$ cat config.mk
export PLATFORM = sky130hd
export DESIGN_NAME = imem_loader
export DESIGN_NICKNAME = d
export VERILOG_FILES = /design/src/rtl/imem_loader.sv
export SDC_FILE = /design/constraint.sdc
export NUM_CORES = 1
export LEC_CHECK = 0
export BUFFER_PORTS_ARGS = -buffer_cell sky130_fd_sc_hd__buf_2
export CAP_MARGIN = 20
export CELL_PAD_IN_SITES_DETAIL_PLACEMENT = 1
export CELL_PAD_IN_SITES_GLOBAL_PLACEMENT = 1
export CORE_ASPECT_RATIO = 0.5
export CORE_MARGIN = 4
export CORE_UTILIZATION = 25
export CTS_CLUSTER_SIZE = 10
export DETAILED_ROUTE_END_ITERATION = 10
export GPL_TIMING_DRIVEN = 1
export PLACE_DENSITY = 0.5
export SYNTH_ARGS = -nofsm -noshare
export SYNTH_HDL_FRONTEND = slang
export SYNTH_SLANG_ARGS = --single-unit
$ cat constraint.sdc
create_clock -name clk -period 5.6 [get_ports clk]
set_input_delay 0.28 -clock clk [delete_from_list [all_inputs] [get_ports clk]]
set_output_delay 0.28 -clock clk [all_outputs]
set_load 0.01 [all_outputs]
$ cat src/rtl/imem_loader.sv
// Boot loader: byte stream -> big-endian words -> imem writes, then checksum-gated CPU release.
// Latency: write strobe one cycle after a word's 4th byte; done/cpu_reset settle one cycle after the checksum byte. No backpressure while loading.
module imem_loader #(
  parameter int ADDR_W = 8
) (
  input  logic              clk,
  input  logic              reset,
  input  logic [7:0]        rx_data,
  input  logic              rx_valid,
  output logic              rx_ready,
  output logic              imem_we,
  output logic [ADDR_W-1:0] imem_addr,
  output logic [31:0]       imem_wdata,
  output logic              cpu_reset,
  output logic              done,
  output logic              err
);

  typedef enum logic [2:0] {
    S_HDR_HI, S_HDR_LO, S_DATA, S_CSUM, S_RUN, S_ERR
  } state_t;

  localparam logic [16:0]     CAP = 17'(1) << ADDR_W;
  localparam logic [ADDR_W:0] ONE = (ADDR_W+1)'(1);

  state_t            state_q, state_d;
  logic [7:0]        hdr_hi_q;
  logic [ADDR_W:0]   n_q;
  logic [1:0]        byte_cnt_q;
  logic [ADDR_W:0]   word_cnt_q;
  // Only the first three bytes of a word need storing; the 4th arrives with the write.
  logic [23:0]       asm_q;
  logic [7:0]        csum_q;
  logic              we_q;
  logic [ADDR_W-1:0] addr_q;
  logic [31:0]       wdata_q;

  logic        accept;
  logic [15:0] n_full;
  logic        last_byte;

  assign accept    = rx_valid && rx_ready;
  assign n_full    = {hdr_hi_q, rx_data};
  assign last_byte = (byte_cnt_q == 2'd3) && (word_cnt_q == (n_q - ONE));

  always_ff @(posedge clk or negedge reset) begin
    if (!reset) state_q <= S_HDR_HI;
    else        state_q <= state_d;
  end

  always_comb begin
    state_d = state_q;
    case (state_q)
      S_HDR_HI: if (accept) state_d = S_HDR_LO;
      S_HDR_LO: if (accept) begin
        if (n_full == 16'd0)               state_d = S_CSUM;
        else if ({1'b0, n_full} > CAP)     state_d = S_ERR;
        else                               state_d = S_DATA;
      end
      S_DATA:   if (accept && last_byte) state_d = S_CSUM;
      S_CSUM:   if (accept) state_d = (rx_data == csum_q) ? S_RUN : S_ERR;
      default:  state_d = state_q;
    endcase
  end

  always_comb begin
    rx_ready  = reset && ((state_q == S_HDR_HI) || (state_q == S_HDR_LO) ||
                          (state_q == S_DATA)   || (state_q == S_CSUM));
    done      = (state_q == S_RUN);
    err       = (state_q == S_ERR);
    cpu_reset = (state_q != S_RUN);
  end

  always_ff @(posedge clk or negedge reset) begin
    if (!reset) begin
      hdr_hi_q   <= '0;
      n_q        <= '0;
      byte_cnt_q <= '0;
      word_cnt_q <= '0;
      asm_q      <= '0;
      csum_q     <= '0;
      we_q       <= 1'b0;
      addr_q     <= '0;
      wdata_q    <= '0;
    end else begin
      we_q <= 1'b0;
      if (accept) begin
        case (state_q)
          S_HDR_HI: hdr_hi_q <= rx_data;
          S_HDR_LO: n_q      <= n_full[ADDR_W:0];
          S_DATA: begin
            asm_q      <= {asm_q[15:0], rx_data};
            byte_cnt_q <= byte_cnt_q + 2'd1;
            csum_q     <= csum_q ^ rx_data;
            if (byte_cnt_q == 2'd3) begin
              we_q       <= 1'b1;
              addr_q     <= word_cnt_q[ADDR_W-1:0];
              wdata_q    <= {asm_q, rx_data};
              word_cnt_q <= word_cnt_q + ONE;
            end
          end
          default: ;
        endcase
      end
    end
  end

  assign imem_we    = we_q;
  assign imem_addr  = addr_q;
  assign imem_wdata = wdata_q;

endmodule

# ---- Yosys cells after proc, flatten, opt, wreduce, memory -nomap -nowiden
# Index checks and enable logic that the tools add are counted.
dict set report totals {
  reg_bits 104
  elab_cells 54
}
dict set report classes {
  mux 11
  n_lt_le_gt_ge 1
  addsub 3
  n_bitwise 1
  eq_ne 13
  reduce_logical 15
}
# operator n
set ops {}
lappend ops {{2-to-1 mux 3 bit} 6}
lappend ops {{> comparator 16 x 9 -> 1 bit (second input constant)} 1}
lappend ops {{logical NOT 16 bit} 1}
lappend ops {{one-hot mux 3 bit (4 select lines)} 1}
lappend ops {{adder 9 x 1 -> 9 bit (second input constant)} 1}
lappend ops {{equality test 9 bit} 1}
lappend ops {{subtractor 9 x 1 -> 9 bit (second input constant)} 1}
lappend ops {{equality test 8 bit} 1}
lappend ops {{!= test 2 bit (second input constant)} 4}
lappend ops {{XOR 8 bit} 1}
lappend ops {{equality test 3 x 2 -> 1 bit (second input constant)} 2}
lappend ops {{equality test 3 bit (second input constant)} 2}
lappend ops {{AND reduction 2 bit} 3}
lappend ops {{AND reduction 5 bit} 1}
lappend ops {{logical AND 1 bit} 4}
lappend ops {{2-to-1 mux 1 bit} 4}
lappend ops {{nonzero test 4 bit} 1}
lappend ops {{equality test 3 x 1 -> 1 bit (second input constant)} 1}
lappend ops {{logical NOT 3 bit} 1}
lappend ops {{logical OR 1 bit} 3}
lappend ops {{!= test 3 bit (second input constant)} 1}
lappend ops {{AND reduction 3 bit} 1}
lappend ops {{adder 2 x 1 -> 2 bit (second input constant)} 1}
lappend ops {{equality test 2 bit (second input constant)} 1}

# ---- Longest topological paths before layout
dict set report depth {
  ltp_word 9
  depth_mapped 7
  ltp_nobuf 7
}

# ---- Least setup slack after synthesis
# No wires, ideal clock.
dict set report synth_timing {
  path_kind {register -> register}
  start {reg n_q[3]}
  end {reg state_q[0]}
  setup_slack_ps 3659
  required_time_ps 5506
  arrival_time_ps 1848
  stages_incl_launch_ff 6
  path_buffers 0
  cell_sequence {dfrtp_1 > or4_4 > or4b_1 > a211oi_1 > nor4b_1 > a221oi_2}
}
dict set report synth_via {
  elab_chain_len 6
}
# element line
set synth_rtl {}
lappend synth_rtl {{from (decl)} 28} ;# logic [ADDR_W:0] n_q;
lappend synth_rtl {{from (signal assigned)} 90} ;# S_HDR_LO: n_q <= n_full[ADDR_W:0];
lappend synth_rtl {{subtractor 9 x 1 -> 9 bit} 44} ;# assign last_byte = (byte_cnt_q == 2'd3) && (word_cnt_q == (n_q - ONE));
lappend synth_rtl {{equality test 9 bit} 44}
lappend synth_rtl {{logical AND 1 bit} 44}
lappend synth_rtl {{logical AND 1 bit} 60} ;# S_DATA: if (accept && last_byte) state_d = S_CSUM;
lappend synth_rtl {{!= test 2 bit (no source line)} -}
lappend synth_rtl {{AND reduction 5 bit (no source line)} -}
lappend synth_rtl {{to (signal assigned)} 48} ;# else state_q <= state_d;
lappend synth_rtl {{to (decl)} 26} ;# state_t state_q, state_d;
# Every way passes these cells.
# A chain may end at the register's enable or synchronous reset.

# ---- Final worst setup path
dict set report layout_timing {
  start {in reset}
  end {reg state_q[0]}
}
dict set report layout_via {
  elab_chain_len 5
  word_cells_on_any_way 8
  cone_classes {eq/ne: 4; reduce/logical: 4}
}
# element line
set layout_rtl {}
lappend layout_rtl {{from (decl)} 7} ;# input logic reset,
lappend layout_rtl {{logical AND 1 bit (*)} 67} ;# rx_ready = reset && ((state_q == S_HDR_HI) || (state_q == S_HDR_LO) ||
lappend layout_rtl {{logical AND 1 bit (*)} 42} ;# assign accept = rx_valid && rx_ready;
lappend layout_rtl {{logical AND 1 bit} 60}
lappend layout_rtl {{!= test 2 bit (no source line)} -}
lappend layout_rtl {{AND reduction 5 bit (no source line) (*)} -}
# Mark *: on every way between the ends. The rest lies on a longest branch, timed or not.

==> flow_summary.json <==
{
  "dr.pass1.iters": 4,
  "grt_max_degree": 61,
  "syn_nets": 460,
  "via_count": 3181,
  "drt-initial-drc-count": 139,
  "gp_congestion": 0.691,
  "dieArea_um2": 20000,
  "dpl.hpwl_mm": 7.51,
  "slew_headroom": 0.486,
  "fmax_mhz": 379,
  "seq_area_frac_synth": 0.590,
  "worstMarginPinSlew_ns": 0.770,
  "ios": 56,
  "rsz0062_at_grt": "false",
  "design_area_um2": 5260,
  "via_per_inst": 4.35,
  "maxCapViolations": 0,
  "die_h_um": 102,
  "wire_per_inst_um": 15.2,
  "rrSetupSlack_ns": 3.42,
  "io_buffer_count": 55,
  "initial_core_util": 0.262,
  "worstPathRequired_ns": 5.86,
  "fin_cells": 732,
  "layout.nets": 514,
  "grt_pass1_vias": 3362,
  "drive_above_1_share": 0.204,
  "period_share": 0.471,
  "p_leak_nw": 2.77,
  "clock_sinks": 104,
  "synth_area_per_cell_um2": 9.89,
  "run_status": "completed",
  "ir_worst_vdd_mv": 0.147,
  "cts_buffers": 9,
  "drcViolationCount": 0,
  "clk_latency_ns": 0.35,
  "r2r_start": "n_q[0]",
  "min_path_cells": 3,
  "wl_mm": 11.1,
  "cts_buffer_depth": 2,
  "root_buffer": "clkbuf_16",
  "cts.repair.resized": 0,
  "post-cts-setup-buffers": 0,
  "min_path_type": "in2reg",
  "synth_cells": 446,
  "dp_slack_ns": 3.09,
  "finalWorstSetupSlack_ns": 2.96,
  "arrival_ns": 2.89,
  "tns_ns": 0,
  "utilization": 0.313,
  "ys_seq_elements": 104,
  "placed_area_um2": 4940,
  "fp.dieW_um": 196,
  "grt_util_all_layers": 0.117,
  "r2r-end": "state_q[0]",
  "grt-ovfl-total": 0,
  "holdWs_ns": 0.230,
  "rr_worst_depth": 7,
  "worstPathMaxFanout": 49,
  "area_growth_pct": 19.3,
  "min_period_ns": 2.64,
  "power_density_nw_per_um2": 357,
  "criticalPathCategory": "in2reg",
  "synth.distinct_cells": 44,
  "rows": 33,
  "min_from": "rx_data[4]",
  "core_area_um2": 16800,
  "end_kind": "flip-flop",
  "netlist_area_um2": 4410,
  "whs_endpoint": "imem_wdata[4]",
  "diodes": 0,
  "path_clk_slew_ns": 0.07,
  "maxSlewViolCount": 0,
  "critPathLaunchType": "input pin",
  "htreeDepth": 3,
  "antenna_found_initial": 0,
  "cts_hold_buf": 1,
  "power_mw": 1.88,
  "cts_tree": "done",
  "finClkSkew_ns": 0.00899,
  "yosys_warnings": 0,
  "hold_viol": 0,
  "postRouteAntennaNets": 0,
  "dp.cells": 715,
  "grt_pass1_wl_mm": 18.5,
  "final-setup-viol-count": 0
}
-- registers in the layout, summed over array words and instances (netlist names), 3 cells and up --
signal / cells
n_q: 9
imem_wdata: 32
word_cnt_q: 9
state_q: 3
hdr_hi_q: 8
asm_q: 24
imem_addr: 8
csum_q: 8
-- cell usage in the layout (no fill, tap or decap), drive strengths merged, types with 2 or more instances in the layout --
| cell | n |
|---|---|
| clkbuf | 9 |
| nand4 | 4 |
| a21oi | 2 |
| nor3b | 2 |
| or4 | 2 |
| o21ai | 4 |
| ha | 3 |
| xnor2 | 26 |
| mux2 | 17 |
| nor3 | 5 |
| xor2 | 9 |
| nor4b | 3 |
| nor4 | 5 |
| a211oi | 2 |
| or3b | 2 |
| or3 | 2 |
| buf | 59 |
| clkinv | 5 |
| nand2 | 202 |
| and3 | 3 |
| nand3 | 2 |
| dfrtp | 104 |
| inv | 7 |
| nor2b | 3 |
| nor2 | 5 |
-- critical path: stages --
cell and delay (ns):
dlygate4sd3_1 0.53, buf_4 0.51, nor4bb_1 0.41, nand2_2 0.10
buf_4 0.31, nor3_1 0.25, o2111ai_1 0.18, a221oi_2 0.25
-- kinds of logic (layout without fill, tap and decap cells) --
kind of cell             after synthesis  count (layout)  synth area share
adder cells (fa/ha/maj)                3               3           0.00851
AO/OA/AOI/OAI                         17              17            0.0289
XOR/XNOR                              35              35            0.0695
multiplexers                          17              17            0.0434
buffers and inverters                 23              82            0.0196
AND/OR/NAND/NOR                      247             247             0.240
flip-flops                           104             104             0.590
-- Yosys cell counts --
master,n,share of area
a211oi_1,2,0.0034
a21o_1,1,0.0017
a21oi_1,2,0.0023
a221oi_2,1,0.0034
a41o_1,1,0.0023
and2_1,1,0.0014
and3_1,2,0.0028
and3_2,1,0.0017
and3b_1,1,0.0020
buf_1,4,0.0034
clkbuf_1,13,0.011
dfrtp_1,104,0.59
ha_1,3,0.0085
inv_1,5,0.0043
inv_2,1,0.00085
mux2_2,17,0.043
nand2_1,202,0.17
nand2b_1,1,0.0014
nand3_1,2,0.0023
nand3b_1,1,0.0017
nand4_1,4,0.0057
nor2_1,5,0.0043
nor2b_1,3,0.0043
nor3_1,4,0.0045
nor3_2,1,0.0023
nor3b_1,2,0.0034
nor4_1,5,0.0071
nor4b_1,3,0.0060
nor4bb_1,1,0.0023
o2111ai_1,1,0.0020
o211ai_1,1,0.0017
o21ai_0,4,0.0045
o21ba_2,1,0.0023
o21bai_1,1,0.0017
o31ai_1,1,0.0017
o41ai_1,1,0.0020
or2_2,1,0.0014
or3_1,2,0.0028
or3b_2,2,0.0040
or4_1,1,0.0017
or4_4,1,0.0026
or4b_1,1,0.0023
xnor2_1,26,0.052
xor2_1,9,0.018
-- per-layer routing --
| layer | wire, um | track usage | vias up | share of wire |
|---|---|---|---|---|
| met5 | 0 | 0 | - | 0 |
| li1 | - | - | 1543 | - |
| met3 | 251 | 0.0296 | 9 | 0.023 |
| met2 | 5140 | 0.190 | 26 | 0.46 |
| met1 | 5620 | 0.156 | 1603 | 0.51 |
| met4 | 113 | 0.0338 | 0 | 0.010 |
-- power breakdown --
group	switching (mW)	internal (mW)	total [mW]	leakage, nW
Clock	0.300	0.353	0.653	0.151
Sequential	0.0811	0.829	0.910	1.42
Combinational	0.151	0.166	0.318	1.20
-- worst max-delay path by stage --
stage / to / startpoint
floorplan: state_q[0] / n_q[3]
global placement: word_cnt_q[7] / reset
detailed placement: word_cnt_q[7] / reset
CTS: word_cnt_q[7] / reset
global route: word_cnt_q[7] / reset
finish: state_q[0] / reset
-- final cells by class --
cell class,instances,area (um2)
multi-input combinational,319,1730
fill,1916,11500
timing repair buffer,60,318
sequential,104,2600
clock inverter,7,81.3
tap,227,284
inverter,6,22.5
clock buffer,9,225
(Power assumes the default switching activity.)
